### config.mk
export PLATFORM = sky130hd
export DESIGN_NAME = pipelined_signed_divider
export DESIGN_NICKNAME = d
export VERILOG_FILES = /design/src/rtl/div_pkg.sv /design/src/rtl/div_restore_stage.sv /design/src/rtl/pipelined_signed_divider.sv
export SDC_FILE = /design/constraint.sdc
export NUM_CORES = 1
export LEC_CHECK = 0
export CAP_MARGIN = 40
export CORE_MARGIN = 2
export CORE_UTILIZATION = 40
export CTS_CLUSTER_SIZE = 12
export DETAILED_ROUTE_END_ITERATION = 7
export PLACE_DENSITY_LB_ADDON = 0.1
export SLEW_MARGIN = 20
export SYNTH_ARGS = -nofsm -noshare
export SYNTH_HDL_FRONTEND = slang
export SYNTH_SLANG_ARGS = --single-unit
### constraint.sdc
create_clock -name clk -period 3.25 [get_ports clk]
set_clock_uncertainty 0.15 [all_clocks]
set_input_delay 0.325 -clock clk [delete_from_list [all_inputs] [get_ports clk]]
set_output_delay 0.325 -clock clk [all_outputs]
set_load 0.02 [all_outputs]
### src/rtl/div_pkg.sv
// Shared constants and helpers for the pipelined restoring divider.
package div_pkg;

  localparam int unsigned FLG_VALID  = 0;
  localparam int unsigned FLG_SIGN_Q = 1;
  localparam int unsigned FLG_SIGN_R = 2;
  localparam int unsigned FLG_DZ     = 3;
  localparam int unsigned FLG_OVF    = 4;
  localparam int unsigned FLG_W      = 5;

  function automatic int unsigned div_latency(input int unsigned w);
    return w + 2;
  endfunction

  // Most-negative two's-complement pattern for a w-bit word (w <= 64).
  function automatic logic [63:0] div_min_pattern(input int unsigned w);
    return 64'd1 << (w - 1);
  endfunction

endpackage

### src/rtl/div_restore_stage.sv
// One registered restoring-division step plus the travelling sideband.
module div_restore_stage
  import div_pkg::*;
#(
  parameter int unsigned W     = 8,
  parameter int unsigned TAG_W = 4,
  parameter int unsigned BIT   = 0
) (
  input  logic             clk,
  input  logic             rst_n,
  input  logic             en,
  input  logic [W-1:0]     pr_in,
  input  logic [W-1:0]     nq_in,
  input  logic [W-1:0]     d_in,
  input  logic [FLG_W-1:0] flg_in,
  input  logic [TAG_W-1:0] tag_in,
  output logic [W-1:0]     pr_out,
  output logic [W-1:0]     nq_out,
  output logic [W-1:0]     d_out,
  output logic [FLG_W-1:0] flg_out,
  output logic [TAG_W-1:0] tag_out
);

  logic [W:0]       shifted;
  logic [W:0]       diff;
  logic             ge;
  logic [W-1:0]     pr_d, pr_q;
  logic [W-1:0]     nq_d, nq_q;
  logic [W-1:0]     d_d, d_q;
  logic [FLG_W-1:0] flg_d, flg_q;
  logic [TAG_W-1:0] tag_d, tag_q;

  // nq holds unconsumed dividend bits below BIT and finished quotient bits
  // above it; this step swaps dividend bit BIT for quotient bit BIT.
  always_comb begin
    shifted = {pr_in, nq_in[BIT]};
    diff    = shifted - {1'b0, d_in};
    ge      = ~diff[W];
    pr_d    = pr_q;
    nq_d    = nq_q;
    d_d     = d_q;
    flg_d   = flg_q;
    tag_d   = tag_q;
    if (en) begin
      pr_d      = ge ? diff[W-1:0] : shifted[W-1:0];
      nq_d      = nq_in;
      nq_d[BIT] = ge;
      d_d       = d_in;
      flg_d     = flg_in;
      tag_d     = tag_in;
    end
  end

  always_ff @(posedge clk or negedge rst_n) begin
    if (!rst_n) begin
      pr_q  <= '0;
      nq_q  <= '0;
      d_q   <= '0;
      flg_q <= '0;
      tag_q <= '0;
    end else begin
      pr_q  <= pr_d;
      nq_q  <= nq_d;
      d_q   <= d_d;
      flg_q <= flg_d;
      tag_q <= tag_d;
    end
  end

  assign pr_out  = pr_q;
  assign nq_out  = nq_q;
  assign d_out   = d_q;
  assign flg_out = flg_q;
  assign tag_out = tag_q;

endmodule

### src/rtl/pipelined_signed_divider.sv
// Fully pipelined signed/unsigned restoring divider, one op per enabled cycle,
// fixed latency W+2, with tag pass-through and div-by-zero / overflow flags.
module pipelined_signed_divider
  import div_pkg::*;
#(
  parameter int unsigned W      = 8,
  parameter bit          SIGNED = 1'b1,
  parameter int unsigned TAG_W  = 4
) (
  input  logic             clk,
  input  logic             rst_n,
  input  logic             en,
  input  logic             in_valid,
  input  logic [W-1:0]     dividend,
  input  logic [W-1:0]     divisor,
  input  logic [TAG_W-1:0] in_tag,
  output logic             out_valid,
  output logic [W-1:0]     quotient,
  output logic [W-1:0]     remainder,
  output logic [TAG_W-1:0] out_tag,
  output logic             out_dz,
  output logic             out_ovf
);

  localparam logic [W-1:0] MIN = W'(div_min_pattern(W));

  logic             sgn_n, sgn_d;
  logic [W-1:0]     mag_n_d, mag_n_q;
  logic [W-1:0]     mag_d_d, mag_d_q;
  logic [FLG_W-1:0] flg0_d, flg0_q;
  logic [TAG_W-1:0] tag0_d, tag0_q;

  always_comb begin
    sgn_n   = SIGNED & dividend[W-1];
    sgn_d   = SIGNED & divisor[W-1];
    mag_n_d = mag_n_q;
    mag_d_d = mag_d_q;
    flg0_d  = flg0_q;
    tag0_d  = tag0_q;
    if (en) begin
      mag_n_d            = sgn_n ? -dividend : dividend;
      mag_d_d            = sgn_d ? -divisor : divisor;
      flg0_d[FLG_VALID]  = in_valid;
      flg0_d[FLG_SIGN_Q] = sgn_n ^ sgn_d;
      flg0_d[FLG_SIGN_R] = sgn_n;
      flg0_d[FLG_DZ]     = (divisor == '0);
      flg0_d[FLG_OVF]    = SIGNED && (dividend == MIN) && (divisor == '1);
      tag0_d             = in_tag;
    end
  end

  always_ff @(posedge clk or negedge rst_n) begin
    if (!rst_n) begin
      mag_n_q <= '0;
      mag_d_q <= '0;
      flg0_q  <= '0;
      tag0_q  <= '0;
    end else begin
      mag_n_q <= mag_n_d;
      mag_d_q <= mag_d_d;
      flg0_q  <= flg0_d;
      tag0_q  <= tag0_d;
    end
  end

  logic [W-1:0]     pr_s  [0:W];
  logic [W-1:0]     nq_s  [0:W];
  logic [W-1:0]     d_s   [0:W];
  logic [FLG_W-1:0] flg_s [0:W];
  logic [TAG_W-1:0] tag_s [0:W];

  assign pr_s[0]  = '0;
  assign nq_s[0]  = mag_n_q;
  assign d_s[0]   = mag_d_q;
  assign flg_s[0] = flg0_q;
  assign tag_s[0] = tag0_q;

  for (genvar i = 1; i <= W; i++) begin : g_step
    div_restore_stage #(
      .W     (W),
      .TAG_W (TAG_W),
      .BIT   (W - i)
    ) u_stage (
      .clk     (clk),
      .rst_n   (rst_n),
      .en      (en),
      .pr_in   (pr_s[i-1]),
      .nq_in   (nq_s[i-1]),
      .d_in    (d_s[i-1]),
      .flg_in  (flg_s[i-1]),
      .tag_in  (tag_s[i-1]),
      .pr_out  (pr_s[i]),
      .nq_out  (nq_s[i]),
      .d_out   (d_s[i]),
      .flg_out (flg_s[i]),
      .tag_out (tag_s[i])
    );
  end

  logic             out_valid_d, out_valid_q;
  logic [W-1:0]     quotient_d, quotient_q;
  logic [W-1:0]     remainder_d, remainder_q;
  logic [TAG_W-1:0] out_tag_d, out_tag_q;
  logic             out_dz_d, out_dz_q;
  logic             out_ovf_d, out_ovf_q;

  // A zero divisor magnitude yields an all-ones raw quotient and |dividend|
  // as remainder; only the quotient needs forcing, the sign fix restores r.
  always_comb begin
    out_valid_d = out_valid_q;
    quotient_d  = quotient_q;
    remainder_d = remainder_q;
    out_tag_d   = out_tag_q;
    out_dz_d    = out_dz_q;
    out_ovf_d   = out_ovf_q;
    if (en) begin
      out_valid_d = flg_s[W][FLG_VALID];
      quotient_d  = (d_s[W] == '0) ? '1 :
                    (flg_s[W][FLG_SIGN_Q] ? -nq_s[W] : nq_s[W]);
      remainder_d = flg_s[W][FLG_SIGN_R] ? -pr_s[W] : pr_s[W];
      out_tag_d   = tag_s[W];
      out_dz_d    = flg_s[W][FLG_DZ];
      out_ovf_d   = flg_s[W][FLG_OVF];
    end
  end

  always_ff @(posedge clk or negedge rst_n) begin
    if (!rst_n) begin
      out_valid_q <= 1'b0;
      quotient_q  <= '0;
      remainder_q <= '0;
      out_tag_q   <= '0;
      out_dz_q    <= 1'b0;
      out_ovf_q   <= 1'b0;
    end else begin
      out_valid_q <= out_valid_d;
      quotient_q  <= quotient_d;
      remainder_q <= remainder_d;
      out_tag_q   <= out_tag_d;
      out_dz_q    <= out_dz_d;
      out_ovf_q   <= out_ovf_d;
    end
  end

  assign out_valid = out_valid_q;
  assign quotient  = quotient_q;
  assign remainder = remainder_q;
  assign out_tag   = out_tag_q;
  assign out_dz    = out_dz_q;
  assign out_ovf   = out_ovf_q;

endmodule
# == After elaboration in Yosys (flattened, before gate mapping) ==
# Cells that the tools add are included.
# word_totals
wordCells,89
out_inout_bits,23
regBits,312
# classes
n_eq_ne,2
addsub,12
reduce_logical,3
n_bitwise,9
n_mux,13
# op_table
op,count
8-bit two-way mux,13
9-bit by 8-bit subtractor with 9-bit output,7
8-bit negation,4
"8-bit == test, second input constant",2
8-bit logical NOT,2
1-bit by 8-bit subtractor with 9-bit output,1
1-bit inverter,8
1-bit logical AND,1
1-bit bitwise XOR,1

# == Depth between registers and ports, before layout ==
# Gate-level depths: netlist (run 1).
# depth
ltp_word,3
ltp_mapped,11

# == Cells and area by module ==
# A second synthesis (run 1) with hierarchy kept.
# hier_totals
hier_cells,1331
area_unflattened_um2,15881.5
# by_module_without_submodules
mod,cells_per_inst,n_inst,area_per_inst_um2
div_restore_stage at g_step[2].u_stage ...,133,6,1665.3
div_restore_stage at g_step[1].u_stage ...,153,2,1759.2
pipelined_signed_divider,227,1,2371.0

# == Least setup slack after synthesis (run 1) ==
# OpenSTA, ideal clock, no wires.
# synth_timing
kind,flip-flop to flip-flop
startpoint,register g_step[5].u_stage.nq_q[2]
endpoint,register g_step[6].u_stage.pr_q[0]
stages_incl_launch_ff,12
n_path_buf,1
setup_slack_ps,534
period_less_slack_ps,2716
setup_ps,125
t_arrival_ps,2441
cell_sequence,dfrtp_1 -> inv_1 -> ha_1 -> inv_1 -> fa_1 -> a211oi_1 -> nor3_1 -> mux2i_1 -> a2111o_1 -> buf_2 -> mux2i_1 -> mux2_2
# synth_between
elab_chain_len,2
# synth_lines
element,line,text
"start, declared",div_restore_stage.sv:28,"logic [W-1:0] nq_d, nq_q;"
"start signal, assigned",div_restore_stage.sv:63,nq_q <= nq_d;
9-bit by 8-bit subtractor with 9-bit output,div_restore_stage.sv:37,"diff = shifted - {1'b0, d_in};"
8-bit two-way mux (*),div_restore_stage.sv:45,pr_d = ge ? diff[W-1:0] : shifted[W-1:0];
"end signal, assigned",div_restore_stage.sv:62,pr_q <= pr_d;
"end, declared",div_restore_stage.sv:27,"logic [W-1:0] pr_d, pr_q;"
# Mark *: on every way between the ends. The rest lies on a longest branch, timed or not.
# A chain may end at the register's enable or synchronous reset.

# == Worst setup path after layout (run 1) ==
# Ends and elaborated chain as after synthesis.

==> results.yml, run 1 <==
clocking:
  clock_path_buffers: 3
  root_buffer: "clkbuf_16"
  cts_made_buffers: 36
  ctsResizeCount: 0
  cts_tree: "built"
  clk_transition_reported_paths_ns: 0.06
  htreeDepth: 2
  clock_sinks: 312
  clock_latency_ns: 0.51
power:
  p_per_area_nw_per_um2: 859.6
  vdd_ir_drop_max_v: 0.0003230
  report.power.total_uw: 14770
  p_leak_uw: 0.007662
floorplanning:
  die_h_um: 197.6
  die_area_um2: 39050
  start_util: 0.4076
  rows: 70
  core_area_um2: 36790
  ios: 47
  die_w_um: 197.6
global_routing:
  grt_max_degree: 86
  grt_pass1_vias: 9742
  gr-total-overflow: 0
  grt_use_total: 0.1554
  grt_pass1_wl_um: 49840
  antenna_found_initial: 0
setup_path:
  crit_path_start: "g_step[5].u_stage.nq_out[2]"
  start_kind: "flop"
  path_max_fanout: 10
  critPathKind: "reg2reg"
  r2r_start: "g_step[5].u_stage.nq_out[2]"
  critPathArrivalTime_ns: 3.24
  critical_path_required_ns: 3.49
  endpoint: "g_step[6].u_stage.pr_out[0]"
  r2r-end: "g_step[6].u_stage.pr_out[0]"
  regToRegSetupSlack_ns: 0.25
  endpoint_kind: "flop"
  reg2regPathDepth: 10
finish:
  multiInputGateArea_um2: 6634
  fin_nets: 1477
  antenna_cells: 0
  regArea_um2: 7807
  final_design_area_no_fill_um2: 17180
  utilization: 0.4670
  fill_cells: 3437
  drive_gt1_frac: 0.1798
  area_growth_pct: 14.59
run:
  drv_cap: 0
detailed_routing:
  route.met2.wl_um: 13340
  top_layer: "met4"
  drcViolationCount: 0
  drt_pass1_iterations: 4
  wl_met1_um: 14050
  via_per_inst: 5.094
  wl_per_cell_um: 15.33
  drtIter0Drc: 383
  route.antenna.remaining_nets: 0
  wl_met3_um: 797
  routed-via-count: 9552
  wl_um: 28740
timing:
  finalCritPeriodShare: 0.9228
  drv_slew: 0
  max_freq_ghz: 0.3334
  timing.hold.ws_ns: 0.09017
  relSlewSlack: 0.5684
  post-route-min-period_ns: 2.999
  rsz0062_at_grt: "no"
  finalSetupViolations: 0
  setup_tns_ns: 0
  hold_viol_final: 0
  tightest_slew_ns: 0.6427
synthesis:
  async_reset_ff_frac: 1.000
  synth_flop_cell: "dfrtp_1"
  yosys.area.top_type_share: 0.5207
  synth_edf_count: 0
  synth_cell_types: 58
  avgSynthCellArea_um2: 11.20
  syn_nets: 1433
  yosysWarnings: 0
  syn_area_um2: 14990
  seq_area_frac_synth: 0.5207
  synth_area_leader_cell: "dfrtp_1"
  yosys-top-cells-area: "dfrtp_1 52%, mux2_2 12%, ha_1 5.3%, a21oi_1 3.4%, mux2i_1 3.4%"
  ys_ff_latch: 312
  synthCells: 1339
min_path:
  hold_class: "in2reg"
  holdCritStartpoint: "en"
placement:
  dpl_cell_area_um2: 16010
  numPortBuffers: 46
  routabilityCongestion: 0.7593
  dp_hpwl_um: 19860
status:
  status: "completed"
-- stage by stage --
stage	setup WS [ns]	instances
2_1_floorplan	0.5342	1339
3_3_place_gp	0.3081	1812
3_5_place_dp	0.2451	1812
4_1_cts	0.2260	1875
5_1_grt	0.06636	1875
6_report	0.2510	1875
-- cell usage after synthesis (3+ instances only) --
master / instances
nor2_1: 85
a31oi_1: 9
ha_1: 63
clkbuf_1: 47
buf_1: 7
o2bb2ai_1: 3
xnor2_1: 25
fa_1: 7
o21bai_1: 4
a21o_1: 13
o21a_1: 3
nor3_1: 7
nand3_1: 20
a21oi_1: 103
or3_1: 7
mux2i_1: 51
nand2_1: 107
o31ai_1: 6
nor2b_1: 15
nand2b_1: 8
buf_2: 3
a211oi_1: 6
xor2_1: 36
dfrtp_1: 312
inv_1: 82
nand4_1: 4
o21ai_0: 89
o311ai_0: 3
nor4_1: 4
nand4b_1: 4
a31o_2: 3
o221ai_1: 4
mux2_2: 162
or2_2: 3
-- where the power goes --
part | switching (uW) | total (uW) | internal, uW | leakage, uW
registers | 750 | 5680 | 4930 | 0.00380
clock network | 1560 | 3960 | 2400 | 0.000575
logic | 2590 | 5130 | 2540 | 0.00328
total | 4890 | 14800 | 9870 | 0.00766
-- sequential cells by signal, summed over array words and instances (netlist names) --
register and cells:
tag0_q 4, mag_n_q 8, remainder 8, g_step.u_stage.nq_out 64, g_step.u_stage.pr_out 64, flg0_q 5, g_step.u_stage.tag_out 32, out_valid 1
quotient 8, g_step.u_stage.d_out 64, g_step.u_stage.flg_out 40, mag_d_q 8, out_dz 1, out_ovf 1, out_tag 4
-- layer usage --
layer	global-route usage	vias to the layer above
met3	0.02288	40
met4	0.03815	0
met1	0.2155	4671
met5	0	-
li1	-	4742
met2	0.2568	99
-- kinds of logic (layout without fill, tap and decap cells) --
family / after synthesis / in the layout / synth area share
adder cells (fa/ha/maj): 70 / 70 / 0.06192
AND/OR/NAND/NOR: 278 / 278 / 0.08379
XOR/XNOR: 63 / 63 / 0.03931
flip-flops: 312 / 312 / 0.5207
AO/OA/AOI/OAI: 260 / 260 / 0.1007
multiplexers: 214 / 214 / 0.1567
buffers and inverters: 142 / 210 / 0.03680
-- timing repair --
item | in CTS | in global routing
buffers inserted | 0 | 0
hold buffers | 1 | 0
hold endpoints to repair | 60 | 0
-- placed cells by master (no fill, tap or decap), types with 7 or more instances in the layout --
| cell | instances |
|---|---|
| nand2b_1 | 8 |
| a21o_1 | 13 |
| nor2b_1 | 15 |
| a31oi_1 | 9 |
| or3_1 | 7 |
| o21ai_0 | 89 |
| dfrtp_1 | 312 |
| nand2_1 | 107 |
| clkbuf_16 | 37 |
| mux2i_1 | 51 |
| clkdlybuf4s50_1 | 44 |
| ha_1 | 63 |
| fa_1 | 7 |
| nor2_1 | 85 |
| mux2_2 | 162 |
| nand3_1 | 20 |
| clkbuf_8 | 7 |
| a21oi_1 | 103 |
| xor2_1 | 36 |
| clkbuf_1 | 7 |
| xnor2_1 | 25 |
| nor3_1 | 7 |
| inv_1 | 82 |
| buf_4 | 13 |
-- worst max-delay path: stages (launching register included) --
cell	delay, ns
dfrtp_1	0.36
inv_1	0.09
ha_1	0.17
inv_1	0.05
fa_1	0.42
a211oi_1	0.33
nor3_1	0.10
mux2i_1	0.13
a2111o_1	0.62
mux2i_1	0.19
mux2_2	0.27
-- cell type report --
type                            instances  share of cell area
Clock buffer                           51             0.06103
Clock inverter                         11            0.006700
Tap cell                              468             0.03408
Timing Repair Buffer                   65             0.03947
Inverter                               83             0.01813
Sequential cell                       312              0.4544
Multi-Input combinational cell        885              0.3861
-- worst min path at each step --
stage               depth (start not counted)  slack (ns)                            to
floorplan                                   0       -0.12                     flg0_q[0]
global placement                            1        0.17  g_step[6].u_stage.flg_out[2]
detailed placement                          1        0.17   g_step[7].u_stage.pr_out[2]
CTS                                         3        0.08    g_step[4].u_stage.d_out[7]
global route                                2         0.1    g_step[3].u_stage.d_out[7]
finish                                      3        0.09    g_step[4].u_stage.d_out[7]
Note: power is estimated with default switching activity, not from simulation.
==> run 2, diff against run 1 <==
HOLD_SLACK_MARGIN = 0.05   (was default)
==> results of run 2 <==
No change in the layout: final DEF, timing and power equal those of run 1.
==> run 3, diff against run 2 <==
CTS_CLUSTER_SIZE = default   (was 12)
SYNTH_HIERARCHICAL = 1   (was default)
==> run 3 against run 2 <==
- core utilization grew 0.078 points
- sequential cell count is the same
- die area grew 5.8%
- sequential share of layout area shrank 2.6 points
- via count grew 1.8%
- cell count grew 3.5%
- first-iteration DRC count grew 43%
- critical path depth is the same
- area after synthesis grew 5.9%
- fmax grew 3.1%
- largest power group is now combinational cells
==> results.yml, run 3 <==
status:
  status: "completed"
synthesis:
  synth_area_leader_cell: "dfrtp_1"
  synthXorXnorAreaFrac: 0.03254
  yosys-top-cells-count: "312 x dfrtp_1, 226 x mux2_2, 107 x nor2_1"
  async_reset_ff_frac: 1.000
  synth_top_family_by_area: "multiplexers"
  synth_edf_count: 0
  synth_compound_area_frac: 0.1026
  syn_area_um2: 15880
  yosys.area_share.simple: 0.06846
  yosys-top-cells-area: "dfrtp_1 49%, mux2_2 16%, ha_1 5.4%, mux2i_1 3.4%, a21oi_1 3.0%"
  seq_area_frac_synth: 0.4916
  synthMuxAreaShare: 0.2056
  synth-adder-area-share: 0.06444
  yosysWarnings: 6
  synth_flop_cell: "dfrtp_1"
  ys_ff_latch: 312
  yosys.area.top_type_share: 0.4916
  avgSynthCellArea_um2: 11.93
  yosysMostFrequentCell: "dfrtp_1"
  synth_cell_types: 58
  synthCells: 1331
timing:
  finalSetupViolations: 0
  post-route-min-period_ns: 2.909
  timing.hold.ws_ns: 0.09996
  hold_viol_final: 0
  finalCritPeriodShare: 0.8950
  max_freq_ghz: 0.3438
  setup_tns_ns: 0
  rsz0062_at_grt: "no"
  fin_ws_ns: 0.3414
  tightest_slew_ns: 0.6142
  drv_slew: 0
  relSlewSlack: 0.5897
power:
  pwr-share-comb: 0.425
  switching_share: 0.3558
  vdd_ir_drop_max_v: 0.0003685
  report.power.total_uw: 17810
  seqPwrFrac: 0.352
  power_frac_clock: 0.223
  p_leak_uw: 0.008004
  p_int_uw: 11480
  p_sw_uw: 6338
  p_per_area_nw_per_um2: 978.5
setup_path:
  r2r-end: "g_step[3].u_stage/pr_out[2]"
  crit_family: "multiplexers"
  crit_cells: 10
  critPathKind: "reg2reg"
  slowest_stage: "fa_1"
  endpoint_kind: "flop"
  max_stage_delay_ns: 0.39
  critical_path_required_ns: 3.50
  start_kind: "flop"
  regToRegSetupSlack_ns: 0.34
  critical_path_buf_inv_count: 2
  critPathArrivalTime_ns: 3.16
  crit_chain: "inv_1 -> ha_1 -> inv_1 -> fa_1 -> a21o_2 -> a221oi_4 -> mux2i_1 -> nor2_4 -> mux2_4 -> mux2_4"
  reg2regPathDepth: 10
  r2r_start: "g_step[2].u_stage/nq_out[5]"
  path_max_fanout: 9
floorplanning:
  die_h_um: 203.3
  start_util: 0.4081
  ios: 47
  die_w_um: 203.3
  core_area_um2: 38920
  die_area_um2: 41310
  rows: 72
global_routing:
  grt_use_total: 0.1571
  gr-total-overflow: 0
  grt_max_degree: 81
  antenna_found_initial: 0
  grt_pass1_wl_um: 53180
  grt_pass1_vias: 10010
detailed_routing:
  drt_pass1_iterations: 4
  drcViolationCount: 0
  via_per_inst: 5.010
  route.antenna.remaining_nets: 0
  routed-via-count: 9725
  wl_per_cell_um: 16.01
  drtIter0Drc: 548
  wl_um: 31070
finish:
  final_common_cell: "dfrtp_1"
  multiInputGateArea_um2: 7590
  regArea_um2: 7807
  fin_cells: 1941
  drive_gt1_frac: 0.2530
  fin_nets: 1499
  fill_cells: 3666
  antenna_cells: 0
  area_growth_pct: 14.64
  layout_common_cells: "312 x dfrtp_1, 226 x mux2_2, 107 x nor2_1"
clocking:
  cts_made_buffers: 36
  clock_latency_ns: 0.52
  clock_sinks: 312
  ctsResizeCount: 0
  htreeDepth: 2
  clk_transition_reported_paths_ns: 0.06
  root_buffer: "clkbuf_16"
  cts_tree: "built"
  clock_path_buffers: 3
placement:
  dp_hpwl_um: 21520
  dp.cells: 1877
  numPortBuffers: 46
  routabilityCongestion: 0.8012
  place_ws_ns: 0.3284
min_path:
  hold_class: "in2reg"
  whs_endpoint: "g_step[6].u_stage/pr_out[0]"
  whs_path_depth: 2
  holdCritStartpoint: "en"
run:
  drv_cap: 0
==> run 3: changes by cell type after synthesis, sizes merged, moves of 7 or more <==
cell / change
nand2: -85
mux2: +75
o21ai: -49
nor2: +28
clkbuf: -24
buf: +15
nand3: -13
o21a: +9
a221oi: +8
a31oi: +7
inv: +7
==> run 3: layout make-up <==
type,instances,area share
sequential,312,0.4288
clock buffer,51,0.05484
multi-input combinational,897,0.4169
clock inverter,12,0.008109
tap,518,0.03560
timing repair buffer,62,0.03739
inverter,89,0.01835
==> run 3: cells by family after synthesis <==
family | after synthesis
flops | 312
mux | 292
compound gates | 235
simple gates | 216
buf+inv | 139
fa+ha+maj | 77
xor+xnor | 59
other cells | 1
==> run 3: metrics by stage <==
stage	area, um2	util
finish	18210	0.4678
global route	18210	0.4678
CTS	18210	0.4678
detailed placement	17050	0.4381
global placement	17050	0.4381
floorplan	15950	-
==> run 3: layer usage <==
| metal | part of all wire | vias to the layer above | GRT usage |
|---|---|---|---|
| met3 | 0.029 | 47 | 0.02317 |
| li1 | - | 4822 | - |
| met4 | 0.019 | 0 | 0.04171 |
| met1 | 0.48 | 4751 | 0.2193 |
| met5 | 0 | - | 0 |
| met2 | 0.47 | 105 | 0.2562 |
==> run 3: timing repair <==
| item | in CTS | in global routing |
|---|---|---|
| setup endpoints to repair | 0 | 0 |
| setup buffers | 0 | 0 |
| hold buffers | 1 | 0 |
| hold endpoints to repair | 63 | 0 |
==> run 3: worst reg2reg max path, cell delays in order (launching register included) <==
cell	delay, ns
dfrtp_1	0.37
inv_1	0.07
ha_1	0.16
inv_1	0.05
fa_1	0.39
a21o_2	0.24
a221oi_4	0.28
mux2i_1	0.17
nor2_4	0.32
mux2_4	0.33
mux2_4	0.25
==> run 3: power groups by stage <==
stage / Combinational, uW / Sequential [uW] / Clock (uW)
after detailed placement: 7600 / 6380 / 0
after floorplan: 6040 / 6070 / 0
after CTS: 7650 / 6320 / 4130
final: 7570 / 6270 / 3980
after global routing: 8440 / 6500 / 4290
after global placement: 7500 / 6360 / 0
==> run 3: worst max path at each step <==
stage,start,to,slack [ns]
2_1_floorplan,g_step[1].u_stage/nq_out[6],g_step[2].u_stage/pr_out[2],0.51
3_3_place_gp,g_step[1].u_stage/nq_out[6],g_step[2].u_stage/pr_out[2],0.40
3_5_place_dp,g_step[2].u_stage/nq_out[5],g_step[3].u_stage/pr_out[2],0.33
4_1_cts,g_step[2].u_stage/nq_out[5],g_step[3].u_stage/pr_out[2],0.32
5_1_grt,g_step[6].u_stage/nq_out[1],g_step[7].u_stage/pr_out[2],0.18
6_report,g_step[2].u_stage/nq_out[5],g_step[3].u_stage/pr_out[2],0.34
